File: src/rtl/lcd_power_seq_if.sv
// Panel-side signal bundle for the LCD power sequencer.
// The master modport is the controller/bench side, the slave modport is the sequencer.
interface lcd_power_seq_if #(
    parameter int PWM_W = 8
);
    logic             i_en;
    logic             i_vs_pulse;
    logic [PWM_W-1:0] i_duty;
    logic             lcd_rst_n;
    logic             o_tg_en;
    logic             lcd_bl;
    logic             o_ready;
    logic             o_err;
    logic [2:0]       o_state;

    modport master (
        output i_en, i_vs_pulse, i_duty,
        input  lcd_rst_n, o_tg_en, lcd_bl, o_ready, o_err, o_state
    );

    modport slave (
        input  i_en, i_vs_pulse, i_duty,
        output lcd_rst_n, o_tg_en, lcd_bl, o_ready, o_err, o_state
    );
endinterface

File: src/rtl/lcd_power_seq.sv
// LCD panel power/bring-up sequencer: panel reset, timing generator enable,
// and a glitch-free backlight PWM that only runs while video is valid.
module lcd_power_seq #(
    parameter int RST_LOW_CYC     = 1000,
    parameter int RST_WAIT_CYC    = 6000,
    parameter int BL_DELAY_FRAMES = 2,
    parameter int VS_TIMEOUT      = 2000000,
    parameter int PWM_W           = 8
) (
    input  logic           clk,
    input  logic           i_rst_n,
    lcd_power_seq_if.slave bus
);

    typedef enum logic [2:0] {
        S_OFF   = 3'd0,
        S_RST   = 3'd1,
        S_WAIT  = 3'd2,
        S_TG_ON = 3'd3,
        S_ON    = 3'd4,
        S_PD    = 3'd5
    } state_t;

    localparam int MAX_AB  = (RST_LOW_CYC > RST_WAIT_CYC) ? RST_LOW_CYC : RST_WAIT_CYC;
    localparam int MAX_CYC = (MAX_AB > VS_TIMEOUT) ? MAX_AB : VS_TIMEOUT;
    localparam int CW      = $clog2(MAX_CYC + 1);
    localparam int FW      = (BL_DELAY_FRAMES > 1) ? $clog2(BL_DELAY_FRAMES) : 1;

    localparam logic [CW-1:0] RST_LAST  = CW'(RST_LOW_CYC - 1);
    localparam logic [CW-1:0] WAIT_LAST = CW'(RST_WAIT_CYC - 1);
    localparam logic [CW-1:0] VS_LAST   = CW'(VS_TIMEOUT - 1);
    localparam logic [FW-1:0] FRM_LAST  = FW'(BL_DELAY_FRAMES - 1);

    state_t           state_q, state_d;
    logic [CW-1:0]    cyc_q, cyc_d;
    logic [FW-1:0]    frm_q, frm_d;
    logic [PWM_W-1:0] pwm_q, pwm_d;
    logic [PWM_W-1:0] duty_q, duty_d;
    logic             set_err, clr_err;

    logic rst_n_q, rst_n_d;
    logic tg_en_q, tg_en_d;
    logic bl_act_q, bl_act_d;
    logic bl_q, bl_d;
    logic ready_q, ready_d;
    logic err_q, err_d;

    always_ff @(posedge clk or negedge i_rst_n) begin
        if (!i_rst_n) begin
            state_q <= S_OFF;
            cyc_q   <= '0;
            frm_q   <= '0;
            pwm_q   <= '0;
            duty_q  <= '0;
        end else begin
            state_q <= state_d;
            cyc_q   <= cyc_d;
            frm_q   <= frm_d;
            pwm_q   <= pwm_d;
            duty_q  <= duty_d;
        end
    end

    // A falling i_en is checked first in every state so it beats frame completion and timeout.
    always_comb begin
        state_d = state_q;
        frm_d   = frm_q;
        set_err = 1'b0;
        clr_err = 1'b0;
        case (state_q)
            S_OFF: begin
                if (bus.i_en) begin
                    state_d = S_RST;
                    clr_err = 1'b1;
                end
            end
            S_RST: begin
                if (!bus.i_en)             state_d = S_OFF;
                else if (cyc_q == RST_LAST) state_d = S_WAIT;
            end
            S_WAIT: begin
                if (!bus.i_en)              state_d = S_OFF;
                else if (cyc_q == WAIT_LAST) state_d = S_TG_ON;
            end
            S_TG_ON: begin
                if (!bus.i_en) begin
                    state_d = S_PD;
                end else if (bus.i_vs_pulse) begin
                    if (frm_q == FRM_LAST) state_d = S_ON;
                    else                   frm_d   = frm_q + 1'b1;
                end else if (cyc_q == VS_LAST) begin
                    state_d = S_PD;
                    set_err = 1'b1;
                end
            end
            S_ON: begin
                if (!bus.i_en) state_d = S_PD;
            end
            S_PD: begin
                if (bus.i_vs_pulse || cyc_q == VS_LAST) state_d = S_OFF;
            end
            default: state_d = S_OFF;
        endcase
        if (state_d != S_TG_ON) frm_d = '0;
    end

    // The cycle counter restarts on any state change and on strobes while waiting for frames.
    always_comb begin
        cyc_d = cyc_q;
        if (state_d != state_q ||
            (bus.i_vs_pulse && (state_q == S_TG_ON || state_q == S_PD)))
            cyc_d = '0;
        else if (cyc_q != '1)
            cyc_d = cyc_q + 1'b1;
    end

    // Outputs are decoded from the next state so the registered values line up with o_state.
    always_comb begin
        pwm_d    = pwm_q + 1'b1;
        duty_d   = (pwm_q == '1) ? bus.i_duty : duty_q;
        rst_n_d  = (state_d == S_WAIT) || (state_d == S_TG_ON) ||
                   (state_d == S_ON)   || (state_d == S_PD);
        tg_en_d  = (state_d == S_TG_ON) || (state_d == S_ON) || (state_d == S_PD);
        ready_d  = (state_d == S_ON);
        bl_act_d = (state_d == S_ON) && (bl_act_q || pwm_d == '0);
        bl_d     = bl_act_d && (pwm_d < duty_d);
        err_d    = err_q;
        if (clr_err)      err_d = 1'b0;
        else if (set_err) err_d = 1'b1;
    end

    always_ff @(posedge clk or negedge i_rst_n) begin
        if (!i_rst_n) begin
            rst_n_q  <= 1'b0;
            tg_en_q  <= 1'b0;
            bl_act_q <= 1'b0;
            bl_q     <= 1'b0;
            ready_q  <= 1'b0;
            err_q    <= 1'b0;
        end else begin
            rst_n_q  <= rst_n_d;
            tg_en_q  <= tg_en_d;
            bl_act_q <= bl_act_d;
            bl_q     <= bl_d;
            ready_q  <= ready_d;
            err_q    <= err_d;
        end
    end

    assign bus.lcd_rst_n = rst_n_q;
    assign bus.o_tg_en   = tg_en_q;
    assign bus.lcd_bl    = bl_q;
    assign bus.o_ready   = ready_q;
    assign bus.o_err     = err_q;
    assign bus.o_state   = state_q;

endmodule
File: src/flat_wrapper.sv
// flat-port wrapper written by rule: the top's interface ports become plain ports
module lcd_power_seq_flat 
#(
    parameter int RST_LOW_CYC     = 1000,
    parameter int RST_WAIT_CYC    = 6000,
    parameter int BL_DELAY_FRAMES = 2,
    parameter int VS_TIMEOUT      = 2000000,
    parameter int PWM_W           = 8
)
  (clk, i_rst_n, bus_i_en, bus_i_vs_pulse, bus_i_duty, bus_lcd_rst_n, bus_o_tg_en, bus_lcd_bl, bus_o_ready, bus_o_err, bus_o_state);
  lcd_power_seq_if #(.PWM_W(PWM_W)) bus_i ();
  input  logic clk;
  input  logic i_rst_n;
  input wire logic [$bits(bus_i.i_en)-1:0] bus_i_en;
  input wire logic [$bits(bus_i.i_vs_pulse)-1:0] bus_i_vs_pulse;
  input wire logic [$bits(bus_i.i_duty)-1:0] bus_i_duty;
  output wire logic [$bits(bus_i.lcd_rst_n)-1:0] bus_lcd_rst_n;
  output wire logic [$bits(bus_i.o_tg_en)-1:0] bus_o_tg_en;
  output wire logic [$bits(bus_i.lcd_bl)-1:0] bus_lcd_bl;
  output wire logic [$bits(bus_i.o_ready)-1:0] bus_o_ready;
  output wire logic [$bits(bus_i.o_err)-1:0] bus_o_err;
  output wire logic [$bits(bus_i.o_state)-1:0] bus_o_state;
  assign bus_i.i_en = bus_i_en;
  assign bus_i.i_vs_pulse = bus_i_vs_pulse;
  assign bus_i.i_duty = bus_i_duty;
  assign bus_lcd_rst_n = bus_i.lcd_rst_n;
  assign bus_o_tg_en = bus_i.o_tg_en;
  assign bus_lcd_bl = bus_i.lcd_bl;
  assign bus_o_ready = bus_i.o_ready;
  assign bus_o_err = bus_i.o_err;
  assign bus_o_state = bus_i.o_state;
  lcd_power_seq #(.RST_LOW_CYC(RST_LOW_CYC), .RST_WAIT_CYC(RST_WAIT_CYC), .BL_DELAY_FRAMES(BL_DELAY_FRAMES), .VS_TIMEOUT(VS_TIMEOUT), .PWM_W(PWM_W)) u_core (.clk(clk), .i_rst_n(i_rst_n), .bus(bus_i));
endmodule
File: config.mk
export PLATFORM = sky130hd
export DESIGN_NAME = lcd_power_seq_flat
export DESIGN_NICKNAME = d
export VERILOG_FILES = /design/src/rtl/lcd_power_seq_if.sv /design/src/rtl/lcd_power_seq.sv /design/src/flat_wrapper.sv
export SDC_FILE = /design/constraint.sdc
export NUM_CORES = 1
export LEC_CHECK = 0
export CAP_MARGIN = 5
export CORE_MARGIN = 2
export CORE_UTILIZATION = 57
export CTS_BUF_LIST = sky130_fd_sc_hd__clkbuf_16
export DETAILED_ROUTE_END_ITERATION = 10
export PLACE_DENSITY = 0.82
export SLEW_MARGIN = 5
export SYNTH_ARGS = -nofsm -noshare
export SYNTH_HDL_FRONTEND = slang
export SYNTH_SLANG_ARGS = --single-unit
File: constraint.sdc
create_clock -name clk -period 3.1 [get_ports clk]
set_input_delay 0.465 -clock clk [delete_from_list [all_inputs] [get_ports clk]]
set_output_delay 0.465 -clock clk [all_outputs]
set_load 0.05 [all_outputs]
Yosys cells after proc, flatten, opt, wreduce, memory -nomap -nowiden. Cells that the tools add are included.

Muxes and demuxes: 28. Eq/ne operators: 16. Add/sub/neg operators: 3. Reduce and logical (&&, ||, !) cells: 20. Magnitude comparators: 1.

Operators with widths (number): $mux 21 (2); $mux 3 (11); $add 21x1->21 const B (1); $eq 21x10->1 const B (1); $eq 21x13->1 const B (1); $eq 21x21->1 const B (1); $ne 21x21->1 const B (1); $pmux 3 s6 (1); $mux 1 (13); $eq 3x2->1 const B (4); $eq 3x3->1 const B (4); $reduce_bool 2->1 (5); $logic_or 1x1->1 (9); $add 8x1->8 const B (1); $eq 8x8->1 const B (1); $logic_not 8->1 (1); $lt 8x8->1 (1); $mux 8 (1); $eq 3x1->1 const B (1); $logic_and 1x1->1 (3); $logic_not 3->1 (1); $ne 3x2->1 const B (1); $ne 3x3->1 (1); $reduce_and 3->1 (1); $add 1x1->1 const B (1).

Word-level logic and storage cells: 79. Output and inout port bits: 8. Bits in registers: 47.

Depth between registers and ports, before layout. Gate-level depths: netlist of the first run.

Word-level depth: 9. Mapped depth: 11.

Least setup slack after synthesis of the first run. Ideal clock, no wire load.

Path kind: register to register. From: register u_core.cyc_q[11]. To: register u_core.cyc_q[3]. Cell stages (with the launch flop): 8. Setup slack: 575 ps. Buffers on the path: 2. Required time: 3014 ps. Setup time: 86 ps. Arrival: 2439 ps. Path through: dfrtp_1 clkbuf_2 or4_1 or4_4 a2111oi_4 mux2_4 buf_6 nor3_1.

Longest elaborated chain between the ends: 8. Elaborated cells on any way between the ends: 18.

RTL lines: start: declaration (RTL line lcd_power_seq.sv:35) `logic [CW-1:0] cyc_q, cyc_d;`; start signal: assignment (RTL line lcd_power_seq.sv:57) `cyc_q <= cyc_d;`; $eq 21x21->1 (RTL line lcd_power_seq.sv:91, lcd_power_seq.sv:100); $mux 3 (RTL line lcd_power_seq.sv:91) `end else if (cyc_q == VS_LAST) begin`; $mux 3 (RTL line lcd_power_seq.sv:88) `end else if (bus.i_vs_pulse) begin`; $mux 3 (RTL line lcd_power_seq.sv:86) `if (!bus.i_en) begin`; $pmux 3 s6 (RTL line lcd_power_seq.sv:70) `case (state_q)`; $ne 3x3->1 (RTL line lcd_power_seq.sv:110) `if (state_d != state_q ||`; $logic_or 1x1->1 (RTL line lcd_power_seq.sv:110); $mux 21 or $reduce_bool 2->1 (tied branches).

Several ways; a longest one is shown, not always the timed one. A chain may end at the register's enable or synchronous reset.

Worst setup path after layout of the first run.
From: register u_core.cyc_q[4]. To: register u_core.cyc_q[18].

Same word-level chain as after synthesis.

==> out/results.tsv, run 1 <==
metric	value	unit
outcome	completed	
Pleak	0.00132	uW
post-synthesis async set-or-reset flop share	100	%
FMAX	368	MHz
later-pin clock latency in the skew report	280	ps
Initial Util	58.7	%
register area	1180	sq um
first-pass GRT wire length	8.36	mm
worst-path cell chain	nor4b_1, nand4_1, or4_4, a2111oi_4, mux2_4, a311oi_1	
share of cells above drive strength 1	7.97	%
post-cts resize count	0	
TritonRoute pass-1 iters	4	
grt ovf	0	
Mapped Nets	276	
Final Core Density	67.6	%
FF+latch count, synth	47	
CTS tree	built	
P&R area growth vs syn	15.2	%
reg2reg path depth	6	
pin count of the biggest net entering global routing	48	
routing usage on met2	33.8	%
fill cell count	336	
Setup Viol. Count Final	0	
Slew Viols, Final	0	
fin cells	328	
r2r endpoint	u_core.cyc_q[18]	
GPL Wtd Cong	0.849	
Synth Cell Area	2520	sq um
Max Cap Viol	0	
Port Buffers	19	
Clk network pwr share	43.6	%
multi-input logic area	1240	sq um
DRT Wirelength	4.84	mm
number of buffers and inverters on the critical path	0	
via count	1917	
wire per inst	14.7	um
Tcrit/Tclk final	87.8	%
post-synthesis area per instance	9.88	sq um
Switching Fraction	23.6	%
worst rel slew slack	33.8	%
Reg power frac	47.3	%
clock root buffer	clkbuf_16	
R2R Setup Slk	380	ps
r2r startpoint	u_core.cyc_q[4]	
CTS buffer count	5	
dpl hpwl	3.42	mm
# clock sinks	47	
Reg clk slew, reported paths	60	ps
Post-layout nets	296	
Die Wd	70.5	um
CP max FO	21	
Comb pwr share	9.1	%
vias in the first global route	1861	
1st-iter DRT viols	141	
startpoint class of the critical path	flop	
total track usage	21.2	%
Peak supply drop	0.304	mV
Tightest Pin Transition	994	ps
CTS max path bufs	2	
clk_skew	7.90	ps
min Tclk post-route	2720	ps
Global Route met3 Usage	5.19	%
htree depth	2	
Pwr Total	1390	uW
CP max stage delay	590	ps
core area	4290	sq um
HP Class	in -> async	
TNS Setup	0	ps
Die Area	4970	sq um
crit path DAT	2910	ps
Crit-path slowest cell	or4_4	
antenna viol nets, final	0	
Rows	24	
n_diodes	0	
CP required	3290	ps
Crit Path Category	reg -> reg	
RSZ-0062 raised after global routing	no	
Top Family by Delay on Critical Path	simple AND/OR/NAND/NOR gates	
# IOs	20	
initial antenna violation count	0	
Cells after Synth	255	
Post-CTS Setup Inserts	0	
Most used DFF post-synth	dfrtp_1	
Hold Vio Cnt, Final	0	
post-synthesis sequential area ratio	46.7	%
gr busiest metal	met2	
die height	70.5	um
number of distinct library cells after synthesis	47	
pwr/cell area	478	nW/um^2
number of flops mapped to enable cells by yosys	0	
# DRC	0	
Pint	1060	uW
via/cell ratio	5.84	
Net Sw Power	327	uW
cts hold-fix bufs	0	
Worst setup EP type	flop	
most frequent cells in the layout	dfrtp_1, nor2_1, nand2_1	
Ys Warns	0	
commonest non-fill, non-tap cell in the layout	dfrtp_1	
Post-Place Cells	320	
met1 usage	27.8	%
==> stage by stage <==
| stage | hold slack, ps | worst slack [ps] | cell area, sq um |
|---|---|---|---|
| after floorplan | 169 | 575 | 2520 |
| after global placement | 467 | 407 | 2740 |
| after CTS | 387 | 375 | 2900 |
| after detailed placement | 476 | 349 | 2740 |
| after global routing | 447 | 172 | 2900 |
| final | 342 | 379 | 2900 |
==> power groups by stage <==
stage | clock network, uW | registers (uW) | logic (uW)
5_1_grt | 642 | 661 | 142
4_1_cts | 617 | 656 | 128
6_report | 604 | 657 | 126
3_5_place_dp | 0 | 668 | 128
3_3_place_gp | 0 | 667 | 124
2_1_floorplan | 0 | 670 | 86.5
==> layer usage <==
layer,vias up,part of all wire [%]
li1,941,-
met1,920,45
met2,45,48
met3,11,4.0
met4,0,2.2
met5,-,0
==> how the worst max path moves through the flow <==
| stage | end | slack, ps | cells after the start | from |
|---|---|---|---|---|
| detailed placement | u_core.cyc_q[18] | 350 | 6 | u_core.cyc_q[4] |
| floorplan | u_core.cyc_q[3] | 570 | 7 | u_core.cyc_q[11] |
| global placement | u_core.cyc_q[18] | 410 | 6 | u_core.cyc_q[4] |
| finish | u_core.cyc_q[18] | 380 | 6 | u_core.cyc_q[4] |
| CTS | u_core.cyc_q[18] | 370 | 6 | u_core.cyc_q[4] |
| global route | u_core.cyc_q[10] | 170 | 6 | u_core.cyc_q[4] |
==> sequential cells by signal, summed over array words and instances (netlist names) <==
| register | count |
|---|---|
| u_core.duty_q | 8 |
| u_core.bus.o_err | 1 |
| u_core.pwm_q | 8 |
| u_core.bus.o_tg_en | 1 |
| u_core.frm_q | 1 |
| u_core.bus.lcd_bl | 1 |
| u_core.cyc_q | 21 |
| u_core.bus.lcd_rst_n | 1 |
| u_core.bus.o_state | 3 |
| u_core.bl_act_q | 1 |
| u_core.bus.o_ready | 1 |
==> synth_stat cells, types with 2 or more instances <==
library cell	number	area share, %
a211oi_1	3	0.89
a21oi_1	9	1.8
a31oi_1	7	1.7
and2_1	4	0.99
and3_1	4	0.99
and3b_1	2	0.70
and4_1	6	2.1
buf_6	2	0.89
clkbuf_1	4	0.60
dfrtp_1	47	47
ha_1	9	4.5
inv_1	15	2.2
mux2i_1	9	3.6
nand2_1	21	3.1
nand3_1	9	1.8
nand4_1	10	2.5
nor2_1	32	4.8
nor3_1	5	0.99
nor3_2	2	0.79
nor3b_1	4	1.2
nor4_1	2	0.50
o21ai_0	3	0.60
o32ai_1	2	0.70
or2_2	5	1.2
xnor2_1	7	2.4
xor2_1	11	3.8
==> worst reg2reg max path, cell delays in order, from the launching register on <==
cell	delay, ps
dfrtp_1	450
nor4b_1	310
nand4_1	160
or4_4	590
a2111oi_4	440
mux2_4	450
a311oi_1	220
==> cell type report <==
type | count | share of cell area, %
multi-input combinational | 186 | 42.9
sequential | 47 | 40.5
timing repair buffer | 20 | 6.64
clock buffer | 5 | 4.31
tap | 52 | 2.24
inverter | 15 | 1.94
clock inverter | 3 | 1.51
==> logic make-up (layout without fill, tap and decap cells) <==
kind of cell,Yosys count,in the layout,synth area share (%)
muxes,11,11,4.62
AOI/OAI and AO/OA,32,32,9.19
xor gates and xnor gates,18,18,6.26
adders and majority gates,9,9,4.47
DFF,47,47,46.7
and+or+nand+nor,116,116,24.9
buffers and inverters,22,43,3.92
(Power assumes the default switching activity.)
==> run 2: changes to the inputs <==
--- a/config.mk
+++ b/config.mk
@@ -9,6 +9,7 @@
 export CORE_MARGIN = 2
 export CORE_UTILIZATION = 57
 export CTS_BUF_LIST = sky130_fd_sc_hd__clkbuf_16
+export CTS_CLUSTER_DIAMETER = 80
 export DETAILED_ROUTE_END_ITERATION = 10
 export PLACE_DENSITY = 0.82
 export SLEW_MARGIN = 5
==> results of run 2 <==
Final layout, timing and power as in run 1 (identical DEF).
==> run 3: changes to the inputs <==
--- a/config.mk
+++ b/config.mk
@@ -12,7 +12,7 @@
 export CTS_CLUSTER_DIAMETER = 80
 export DETAILED_ROUTE_END_ITERATION = 10
 export PLACE_DENSITY = 0.82
-export SLEW_MARGIN = 5
+export SLEW_MARGIN = 20
 export SYNTH_ARGS = -nofsm -noshare
 export SYNTH_HDL_FRONTEND = slang
 export SYNTH_SLANG_ARGS = --single-unit
==> run 3 against run 2 <==
Die area unchanged. Cell area barely moved. Wire length unchanged. Clock power about the same. Clock skew unchanged. Worst setup slack stayed put.
==> out/results.tsv, run 3 (synthesis gave the netlist of run 1 again) <==
metric	value	unit	change
cts hold-fix bufs	0		unchanged
Switching Fraction	23.6	%	about the same
Setup Viol. Count Final	0		unchanged
Worst setup EP type	flop		
worst rel slew slack	62.1	%	+28 points
pin count of the biggest net entering global routing	48		unchanged
P&R area growth vs syn	15.3	%	about the same
dpl cell area	2740	sq um	unchanged
via count	1917		unchanged
Crit-path slowest cell	or4_4		
crit path DAT	2910	ps	about the same
CTS max path bufs	2		unchanged
TritonRoute pass-1 iters	4		unchanged
final worst slack	379	ps	unchanged
RSZ-0062 raised after global routing	no		
Comb pwr share	9.1	%	about the same
Port Buffers	19		unchanged
antenna viol nets, final	0		unchanged
GPL Wtd Cong	0.849		unchanged
Post-layout nets	296		unchanged
# DRC	0		unchanged
# clock sinks	47		unchanged
die height	70.5	um	unchanged
Crit Path Category	reg -> reg		
htree depth	2		unchanged
r2r endpoint	u_core.cyc_q[18]		
outcome	completed		
initial antenna violation count	0		unchanged
Tightest Pin Transition	569	ps	-425 ps
most frequent cells in the layout	dfrtp_1, nor2_1, nand2_1		
vias in the first global route	1861		unchanged
first-pass GRT wire length	8.36	mm	unchanged
Final Core Density	67.7	%	about the same
Finished Cell Area	2910	sq um	about the same
Rows	24		unchanged
pwr/cell area	478	nW/um^2	about the same
1st-iter DRT viols	141		unchanged
CP max stage delay	590	ps	about the same
worst slack at placement	349	ps	unchanged
# IOs	20		unchanged
CP required	3290	ps	about the same
Pleak	0.00132	uW	about the same
Net Sw Power	327	uW	unchanged
r2r startpoint	u_core.cyc_q[4]		
wire per inst	14.7	um	unchanged
CTS tree	built		
total track usage	21.2	%	unchanged
fill cell count	336		unchanged
Die Area	4970	sq um	unchanged
clock root buffer	clkbuf_16		
grt ovf	0		unchanged
Slew Viols, Final	0		unchanged
min Tclk post-route	2720	ps	unchanged
Max Cap Viol	0		unchanged
largest reg by FF count	u_core.cyc_q		
Initial Util	58.7	%	unchanged
Hold Vio Cnt, Final	0		unchanged
startpoint class of the critical path	flop		
R2R Setup Slk	380	ps	about the same
later-pin clock latency in the skew report	280	ps	about the same
via/cell ratio	5.84		unchanged
CTS buffer count	5		unchanged
share of cells above drive strength 1	7.97	%	unchanged
Post-CTS Setup Inserts	0		unchanged
HP Class	in -> async		
Die Wd	70.5	um	unchanged
clk_skew	7.90	ps	unchanged
dpl hpwl	3.42	mm	unchanged
Pwr Total	1390	uW	about the same
worst-path cell chain	nor4b_1, nand4_1, or4_4, a2111oi_4, mux2_4, a311oi_1		
Peak supply drop	0.304	mV	about the same
core area	4290	sq um	unchanged
CP max FO	21		unchanged
max FFs per register	21		unchanged
reg2reg path depth	6		unchanged
commonest non-fill, non-tap cell in the layout	dfrtp_1		
Reg clk slew, reported paths	60	ps	about the same
DRT Wirelength	4.84	mm	unchanged
Pint	1060	uW	about the same
n_diodes	0		unchanged
TNS Setup	0	ps	unchanged
FMAX	368	MHz	unchanged
Largest regs	u_core.cyc_q (21), u_core.duty_q (8), u_core.pwm_q (8)		
Reg power frac	47.3	%	about the same
Tcrit/Tclk final	87.8	%	unchanged
Clk network pwr share	43.5	%	about the same
post-cts resize count	0		unchanged
run 3: changes by cell type in the layout (fill, tap and decap cells not counted):
cell,change
buf_2,-1
buf_4,+1
run 3: layout make-up:
cell class	count	area, sq um	share of cell area [%]
clock buffer	5	125	4.30
clock inverter	3	43.8	1.51
inverter	15	56.3	1.94
multi-input combinational	186	1240	42.8
sequential	47	1180	40.5
tap	52	65.1	2.24
timing repair buffer	20	195	6.72
run 3: power groups by stage:
stage | registers (uW) | clock network (uW) | logic [uW]
final | 657 | 604 | 127
after global routing | 661 | 642 | 142
after CTS | 656 | 617 | 128
after detailed placement | 668 | 0 | 128
after global placement | 667 | 0 | 124
after floorplan | 670 | 0 | 86.5
run 3: how the worst max path moves through the flow:
stage,start,endpoint,slack [ps],cells past startpoint
floorplan,u_core.cyc_q[11],u_core.cyc_q[3],570,7
global placement,u_core.cyc_q[4],u_core.cyc_q[18],410,6
detailed placement,u_core.cyc_q[4],u_core.cyc_q[18],350,6
CTS,u_core.cyc_q[4],u_core.cyc_q[18],370,6
global route,u_core.cyc_q[4],u_core.cyc_q[10],170,6
finish,u_core.cyc_q[4],u_core.cyc_q[18],380,6
run 3: layer usage:
layer	global-route usage (%)	part of all wire, %	wire (um)	vias to the layer above
met5	0	0	0	-
met4	8.55	2.2	105	0
met3	5.19	4.0	191	11
met2	33.8	48	2340	45
met1	27.8	45	2200	920
li1	-	-	-	941
run 3: metrics by stage:
step | hold WS (ps) | instances
after global placement | 467 | 320
after detailed placement | 476 | 320
after global routing | 226 | 328
after CTS | 387 | 328
final | 169 | 328
after floorplan | 169 | 255
run 3: critical path, delay by kind of cell, from the launching register on:
family / cells / cell delay (ps)
simple gates: 3 / 1060
mux: 1 / 450
flops: 1 / 450
compound gates: 2 / 660
